$ cat src/rtl/adc_sched_pkg.sv
// Shared types and channel-selection helpers for the ADC channel scheduler.
package adc_sched_pkg;

    typedef enum logic [1:0] {IDLE, ARM, RUN} state_t;

    localparam int MAX_CH = 8;

    function automatic int ch_width(input int n);
        return (n > 1) ? $clog2(n) : 1;
    endfunction

    function automatic logic [2:0] first_channel(input logic [MAX_CH-1:0] mask, input int n);
        logic [2:0] r;
        r = '0;
        for (int i = MAX_CH - 1; i >= 0; i--) begin
            if (i < n && mask[3'(i)]) r = 3'(i);
        end
        return r;
    endfunction

    // Next set bit strictly after cur, wrapping; returns cur itself when it is the only one set.
    function automatic logic [2:0] next_channel(input logic [MAX_CH-1:0] mask,
                                                input logic [2:0]        cur,
                                                input int                n);
        logic [2:0] r;
        logic       found;
        int         idx;
        r     = cur;
        found = 1'b0;
        for (int i = 1; i <= MAX_CH; i++) begin
            if (i <= n && !found) begin
                idx = (int'(cur) + i) % n;
                if (mask[3'(idx)]) begin
                    r     = 3'(idx);
                    found = 1'b1;
                end
            end
        end
        return r;
    endfunction

endpackage

$ cat src/rtl/adc_result_fifo.sv
// Small synchronous FIFO holding channel-tagged ADC results; head is read combinationally.
module adc_result_fifo
    import adc_sched_pkg::*;
#(
    parameter int WIDTH = 14,
    parameter int DEPTH = 4
) (
    input  logic             clk,
    input  logic             rst_n,
    input  logic             push,
    input  logic             pop,
    input  logic [WIDTH-1:0] din,
    output logic [WIDTH-1:0] dout,
    output logic             full,
    output logic             empty
);

    localparam int AW = $clog2(DEPTH);

    logic [AW:0]      wr_ptr;
    logic [AW:0]      rd_ptr;
    logic [WIDTH-1:0] mem [DEPTH];
    logic             wr_en;
    logic             rd_en;

    // A push into a full FIFO is only taken when the head is leaving in the same cycle.
    assign wr_en = push && (!full || pop);
    assign rd_en = pop && !empty;

    assign empty = (wr_ptr == rd_ptr);
    assign full  = (wr_ptr[AW] != rd_ptr[AW]) && (wr_ptr[AW-1:0] == rd_ptr[AW-1:0]);
    assign dout  = mem[rd_ptr[AW-1:0]];

    always_ff @(posedge clk or negedge rst_n) begin
        if (!rst_n) begin
            wr_ptr <= '0;
            rd_ptr <= '0;
            for (int i = 0; i < DEPTH; i++) mem[i] <= '0;
        end else begin
            if (wr_en) begin
                mem[wr_ptr[AW-1:0]] <= din;
                wr_ptr              <= wr_ptr + 1'b1;
            end
            if (rd_en) rd_ptr <= rd_ptr + 1'b1;
        end
    end

endmodule

$ cat src/rtl/adc_channel_scheduler.sv
// Round-robin scan sequencer for the SAR ADC: drives mux/averaging, discards settling
// conversions and queues tagged results for the backend.
module adc_channel_scheduler
    import adc_sched_pkg::*;
#(
    parameter int N_CH       = 4,
    parameter int RES_BITS   = 12,
    parameter int DISCARD    = 1,
    parameter int FIFO_DEPTH = 4,
    localparam int CH_W      = ch_width(N_CH)
) (
    input  logic                clk,
    input  logic                rst_n,
    input  logic                enable_i,
    input  logic [N_CH-1:0]     ch_mask_i,
    input  logic [3*N_CH-1:0]   avg_cfg_i,
    input  logic                adc_done_i,
    input  logic [RES_BITS-1:0] adc_result_i,
    output logic                adc_rst_n_o,
    output logic [CH_W-1:0]     ch_sel_o,
    output logic [2:0]          avg_control_o,
    output logic                res_valid_o,
    input  logic                res_ready_i,
    output logic [RES_BITS-1:0] res_data_o,
    output logic [CH_W-1:0]     res_ch_o,
    output logic                overflow_o,
    output logic                busy_o
);

    state_t                   state;
    logic [2:0]               discard_cnt;
    logic [2:0]               avg_arr [N_CH];
    logic [CH_W-1:0]          first_ch;
    logic [CH_W-1:0]          next_ch;
    logic                     leave_run;
    logic                     accept;
    logic                     fifo_push;
    logic                     fifo_pop;
    logic                     fifo_full;
    logic                     fifo_empty;
    logic [CH_W+RES_BITS-1:0] fifo_dout;

    for (genvar k = 0; k < N_CH; k++) begin : g_avg
        assign avg_arr[k] = avg_cfg_i[3*k +: 3];
    end

    assign first_ch = CH_W'(first_channel(MAX_CH'(ch_mask_i), N_CH));
    assign next_ch  = CH_W'(next_channel(MAX_CH'(ch_mask_i), 3'(ch_sel_o), N_CH));

    // Dropping out of RUN wins over a coincident strobe, so that result is never queued.
    assign leave_run = (state == RUN) && (!enable_i || (ch_mask_i == '0));
    assign accept    = (state == RUN) && !leave_run && adc_done_i && (discard_cnt == 3'd0);
    assign fifo_push = accept;
    assign fifo_pop  = res_valid_o && res_ready_i;

    assign res_valid_o            = !fifo_empty;
    assign {res_ch_o, res_data_o} = fifo_dout;

    adc_result_fifo #(
        .WIDTH (CH_W + RES_BITS),
        .DEPTH (FIFO_DEPTH)
    ) u_fifo (
        .clk   (clk),
        .rst_n (rst_n),
        .push  (fifo_push),
        .pop   (fifo_pop),
        .din   ({ch_sel_o, adc_result_i}),
        .dout  (fifo_dout),
        .full  (fifo_full),
        .empty (fifo_empty)
    );

    // Mux select and averaging change on the accepted strobe edge; the SAR samples them a cycle later.
    always_ff @(posedge clk or negedge rst_n) begin
        if (!rst_n) begin
            state         <= IDLE;
            adc_rst_n_o   <= 1'b0;
            ch_sel_o      <= '0;
            avg_control_o <= '0;
            discard_cnt   <= '0;
            overflow_o    <= 1'b0;
            busy_o        <= 1'b0;
        end else begin
            if (fifo_push && fifo_full && !fifo_pop) overflow_o <= 1'b1;
            case (state)
                IDLE: begin
                    adc_rst_n_o <= 1'b0;
                    busy_o      <= 1'b0;
                    if (enable_i && (ch_mask_i != '0)) begin
                        state         <= ARM;
                        ch_sel_o      <= first_ch;
                        avg_control_o <= avg_arr[first_ch];
                        discard_cnt   <= 3'(DISCARD);
                        overflow_o    <= 1'b0;
                        busy_o        <= 1'b1;
                    end
                end
                ARM: begin
                    state       <= RUN;
                    adc_rst_n_o <= 1'b1;
                end
                RUN: begin
                    if (leave_run) begin
                        state       <= IDLE;
                        adc_rst_n_o <= 1'b0;
                        busy_o      <= 1'b0;
                    end else if (adc_done_i) begin
                        if (discard_cnt != 3'd0) begin
                            discard_cnt <= discard_cnt - 3'd1;
                        end else if (next_ch != ch_sel_o) begin
                            ch_sel_o      <= next_ch;
                            avg_control_o <= avg_arr[next_ch];
                            discard_cnt   <= 3'(DISCARD);
                        end
                    end
                end
                default: state <= IDLE;
            endcase
        end
    end

endmodule
$ cat config.mk
export PLATFORM = sky130hd
export DESIGN_NAME = adc_channel_scheduler
export DESIGN_NICKNAME = d
export VERILOG_FILES = /design/src/rtl/adc_sched_pkg.sv /design/src/rtl/adc_result_fifo.sv /design/src/rtl/adc_channel_scheduler.sv
export SDC_FILE = /design/constraint.sdc
export NUM_CORES = 1
export LEC_CHECK = 0
export BUFFER_PORTS_ARGS = -buffer_cell sky130_fd_sc_hd__buf_2
export CAP_MARGIN = 20
export CORE_AREA = 2 2 104 106
export DETAILED_ROUTE_END_ITERATION = 6
export DIE_AREA = 0 0 106 108
export REMOVE_ABC_BUFFERS = 1
export SLEW_MARGIN = 20
export SYNTH_ARGS = -nofsm -noshare
export SYNTH_HDL_FRONTEND = slang
export SYNTH_SLANG_ARGS = --single-unit
export TNS_END_PERCENT = 50
$ cat constraint.sdc
create_clock -name clk -period 2.8 [get_ports clk]
set_input_delay 0.56 -clock clk [delete_from_list [all_inputs] [get_ports clk]]
set_output_delay 0.56 -clock clk [all_outputs]
set_load 0.01 [all_outputs]
# After elaboration in Yosys (flattened, before gate mapping)
# Index checks and enable logic that the tools add are counted.
totals:
  inputBits: 33
  register_bits: 75
  out_inout_bits: 23
op_classes:
  magnitude_cmp: 9
  eq_ne: 13
  n_bitwise: 8
  addsub: 7
  n_reduce_logical: 35
  n_mux: 68
op_table:
  columns: ["op", "count"]
  rows:
  - ["56-bit bitwise mux", 1]
  - ["14-bit 2-to-1 mux", 3]
  - ["3-bit 2-to-1 mux", 14]
  - ["2-bit 2-to-1 mux", 18]
  - ["14-bit binary-select mux with 2-bit select", 1]
  - ["14-bit demux with 2-bit select", 1]
  - ["3-bit by 5-bit < comparator with 1-bit output (second input constant)", 4]
  - ["1-bit 2-to-1 mux", 18]
  - ["1-bit binary-select mux with 3-bit select", 4]
  - ["3-bit binary-select mux with 2-bit select", 2]
  - ["3-bit greater-or-equal comparator (second input constant)", 4]
  - ["1-bit logical AND", 12]
  - ["2-bit inverter with 3-bit output", 4]
  - ["3-bit case mux with 2 select lines", 2]
  - ["2-bit inequality test (second input constant)", 5]
  - ["2-bit OR reduction", 4]
  - ["3-bit by 1-bit adder with 3-bit output (second input constant)", 2]
  - ["2-bit case mux with 3 select lines", 1]
  - ["2-bit AND reduction", 3]
  - ["6-bit AND reduction", 1]
  - ["3-bit nonzero test", 2]
  - ["1-bit zero test", 5]
  - ["5-bit AND reduction", 1]
  - ["2-bit by 1-bit adder with 2-bit output (second input constant)", 2]
  - ["other kinds (21)", 26]

# Depth between registers and ports, before layout
depth:
  word_depth: 22
  ltp_mapped: 7
  depth_no_buf: 5

# Modules after synthesis
# Synthesis repeated with hierarchy kept, for this count alone.
unflattened:
  cells_unflattened: 312
  hier_area_um2: 4212.8
by_module_without_submodules:
  columns: ["mod", "n_inst", "cells_each", "area_per_inst_um2"]
  rows:
  - ["adc_result_fifo", 1, 178, 3044.2]
  - ["adc_channel_scheduler", 1, 134, 1168.6]

# Least setup slack after synthesis
# No wires, ideal clock.
synth_path:
  path_type: "input-to-reg"
  start: "in ch_mask_i[3]"
  end: "reg ch_sel_o[0]"
  required_time_ns: 2.675
  setup_slack_ns: 0.579
  path_stages: 6
  setup_ns: 0.125
  arrival_time_ns: 2.097
  path_cell_list: "buf_6 -> or3_4 -> or3_1 -> a41oi_2 -> nand2b_2 -> mux2_2"
synth_via:
  elab_chain_cells: 15
synth_lines:
  columns: ["item", "line_no", "rtl"]
  rows:
  - ["start: declaration", "adc_channel_scheduler.sv:15", "input logic [N_CH-1:0] ch_mask_i,"]
  - ["1-bit binary-select mux with 3-bit select", "adc_sched_pkg.sv:33", "if (mask[3'(idx)]) begin"]
  - ["1-bit 2-to-1 mux (implied by the code) (2 in series)", "adc_sched_pkg.sv:33", null]
  - ["2-bit 2-to-1 mux (2 in series)", "adc_sched_pkg.sv:33", null]
  - ["2-bit 2-to-1 mux", "adc_sched_pkg.sv:31", "if (i <= n && !found) begin"]
  - ["2-bit 2-to-1 mux", "adc_sched_pkg.sv:33", null]
  - ["2-bit 2-to-1 mux", "adc_sched_pkg.sv:31", null]
  - ["2-bit 2-to-1 mux", "adc_sched_pkg.sv:33", null]
  - ["2-bit 2-to-1 mux", "adc_sched_pkg.sv:31", null]
  - ["2-bit 2-to-1 mux", "adc_channel_scheduler.sv:110", "end else if (next_ch != ch_sel_o) begin"]
  - ["2-bit 2-to-1 mux", "adc_channel_scheduler.sv:108", "if (discard_cnt != 3'd0) begin"]
  - ["2-bit 2-to-1 mux", "adc_channel_scheduler.sv:107", "end else if (adc_done_i) begin"]
  - ["2-bit 2-to-1 mux", "adc_channel_scheduler.sv:103", "if (leave_run) begin"]
  - ["2-bit case mux with 2 select lines", "adc_channel_scheduler.sv:85", "case (state)"]
  - ["end signal: assignment", "adc_channel_scheduler.sv:91", "ch_sel_o <= first_ch;"]
  - ["end signal: assignment", "adc_channel_scheduler.sv:111", "ch_sel_o <= next_ch;"]
  - ["end: declaration", "adc_channel_scheduler.sv:20", "output logic [CH_W-1:0] ch_sel_o,"]
# Parallel ways exist; a longest one is shown, timed or not. The select of a mux whose other input is x is not followed.
# A chain may end at the register's enable or synchronous reset.

# Worst setup path after layout
layout_path:
  start: "reg u_fifo.rd_ptr[0]"
  end: "out res_ch_o[1]"
layout_via:
  elab_chain_cells: 4
layout_lines:
  columns: ["item", "line_no", "rtl"]
  rows:
  - ["start: declaration", "adc_result_fifo.sv:21", "logic [AW:0] rd_ptr;"]
  - ["start signal: assignment", "adc_result_fifo.sv:44", "if (rd_en) rd_ptr <= rd_ptr + 1'b1;"]
  - ["2-bit inverter with 3-bit output (implied by the code)", "adc_result_fifo.sv:32", "assign dout = mem[rd_ptr[AW-1:0]];"]
  - ["14-bit binary-select mux with 2-bit select", "adc_result_fifo.sv:32", null]
  - ["14-bit 2-to-1 mux (implied by the code) (2 in series)", "adc_result_fifo.sv:32", null]
  - ["end: declaration", "adc_channel_scheduler.sv:25", "output logic [CH_W-1:0] res_ch_o,"]
# Every way passes these cells. The select of a mux whose other input is x is not followed.

==> reports/results.ini <==
[run_status]
status=complete, no violations

[detailed_routing]
wl_um=7890
ant_nets=0
drc=0
vias=2519
drtPass1Iterations=4
viasPerCell=5.24
drt-wirelength-per-cell_um=16.4
dr.first_iter.drc_count=111

[cts]
holdBufCountCts=0
numClockSinks=75
clock_latency_ns=0.36
cts.clk_slew.worst_paths_ns=0.08
numCtsBuffers=9
cts_tree=done
htreeDepth=3
cts_resized=0
cts_max_path_buffers=2
cts_setup_buffers=0
cts_root_buffer=clkbuf_8

[synthesis]
ys.flop_type=dfrtp_1
synth_fa_ha_area_share_pct=1.56
synth_compound_area_share_pct=8.30
avgSynthCellArea_um2=14.2
synthDistinctLibCells=55
synthXorXnorAreaFrac_pct=1.52
synthCells=283
synth_simple_gate_area_share_pct=8.49
yosys_warnings=0
ys_seq_area_share_pct=46.7
synth_edf_count=0
synthMuxAreaShare_pct=30.1
netlist_area_mm2=0.00402
synth_top_family_by_area=multiplexers
async_reset_ff_share_pct=100
ys_seq_elements=75

[power]
swShare_pct=34.1
ir_drop_uv=390
power_frac_seq_pct=41.7
p_switching_uw=1230
power_density_mw_per_mm2=784
leakagePower_uw=0.00235
power.internal_uw=2380
power.share.clock_pct=22.6
power_frac_comb_pct=35.7

[sta]
fmax_ghz=0.436
hold_ws_ns=0.231
grt_setup_unrepaired=false
hold_viol=0
drv_slew=0
maxSlewHeadroom_pct=55.5
fin_skew_ns=0.00982
setup_viol=0
tightest_slew_ns=0.667
fin_crit_ns=2.29
fin_tns_setup_ns=0
finalCritPeriodShare_pct=81.9

[global_routing]
grt.overflow.total=0
antenna_found_initial=0
grt_max_degree=31
grt_usage_pct=15.0
grt_pass1_wl_um=13300
grt_pass1_vias=2561

[placed_design]
place_hpwl_um=5350
gp_congestion=0.775
portBuffers=55

[setup_path]
path_class=register to output port
cp-end-kind=output port
path_max_fanout=10
required_ns=2.24
worstSetupStartpointType=register
cp.arrival_ns=1.73

[die]
initial_core_util_pct=39.3
dieWidth_um=106
ios=56
die_y_um=108
floorplan.die_area_mm2=0.0114
placementRows=37
coreArea_mm2=0.0102

[layout]
mostFrequentLayoutCell=dfrtp_1
syn_to_final_growth_pct=14.3
diodes=0
nets=379
drive_above_1_share_pct=47.2
mostFrequentLayoutCells=dfrtp_1 (75), buf_2 (55), mux2_4 (39)

[run]
drv_cap=0

[min_path]
hold_class=input port to async pin

## state kept, by name (all words and copies together), names as in the netlist
name	cells
adc_rst_n_o	1
ch_sel_o	2
state	2
avg_control_o	3
overflow_o	1
discard_cnt	3
u_fifo.wr_ptr	3
busy_o	1
u_fifo.rd_ptr	3
u_fifo.mem	56
## routing by layer
metal | global-route usage [%] | up-vias | wire length [um]
li1 | - | 1168 | -
met1 | 20.8 | 1276 | 3810
met2 | 23.1 | 63 | 3600
met3 | 4.22 | 12 | 388
met4 | 4.23 | 0 | 92
met5 | 0 | - | 0
## synth_stat cells, types with 7 or more instances
cell type / count / area share, %
a21oi_1: 7 / 0.87
mux2_2: 22 / 6.2
inv_1: 7 / 0.65
mux2_4: 39 / 15
nor2_1: 7 / 0.65
o21ai_0: 11 / 1.4
mux4_2: 11 / 6.2
nand2_1: 8 / 0.75
dfrtp_1: 75 / 47
## per-stage QoR
step	setup WS, ns	cell area (um^2)	power, uW	util [%]	std cells
global route	0.379	4600	3850	45.0	481
global placement	0.362	4410	2810	43.1	466
detailed placement	0.290	4410	2830	43.1	466
CTS	0.476	4600	3660	45.0	481
finish	0.508	4600	3610	45.0	481
floorplan	0.445	3910	2400	-	268
## final timing paths
check | startpoint | to | slack [ns] | depth (start not counted)
max reg2reg | ch_sel_o[0]$_DFFE_PN0P_ | avg_control_o[0]$_DFFE_PN0P_ | 0.58 | 5
max in group asynchronous | rst_n | avg_control_o[2]$_DFFE_PN0P_ | 1.72 | 2
min reg2reg | u_fifo.rd_ptr[2]$_DFFE_PN0P_ | u_fifo.rd_ptr[2]$_DFFE_PN0P_ | 0.49 | 1
min | rst_n | u_fifo.mem[35]$_DFFE_PN0P_ | 0.23 | 1
max | u_fifo.rd_ptr[0]$_DFFE_PN0P_ | res_ch_o[1] | 0.51 | 3
min in group clk | adc_result_i[3] | u_fifo.mem[45]$_DFFE_PN0P_ | 0.47 | 2
## cells by family after synthesis
logic type               count (synthesis)
buffers and inverters                   22
multiplexers                            80
AND/OR/NAND/NOR                         50
XOR/XNOR                                 7
flip-flops                              75
adder cells (fa/ha/maj)                  5
AO/OA/AOI/OAI                           44
## power groups by stage
stage | clock, uW | sequential, uW | combinational, uW
floorplan | 0 | 1580 | 815
global placement | 0 | 1520 | 1290
detailed placement | 0 | 1520 | 1310
CTS | 845 | 1500 | 1310
global route | 889 | 1540 | 1420
finish | 817 | 1500 | 1290
## worst max-delay path, cell delays in order, from the launching register on
cell,delay [ns]
dfrtp_1,0.35
buf_4,0.23
mux4_1,0.63
buf_2,0.17
## final cells by class
type | instances | area, um^2
flip-flops and latches | 75 | 1880
multi-input cells | 186 | 2010
fillers | 908 | 5630
clock buffers | 9 | 124
repair buffers | 62 | 328
clock inverters | 6 | 65.1
well taps | 136 | 170
inverters | 7 | 26.3
Note: power is estimated with default switching activity, not from simulation.
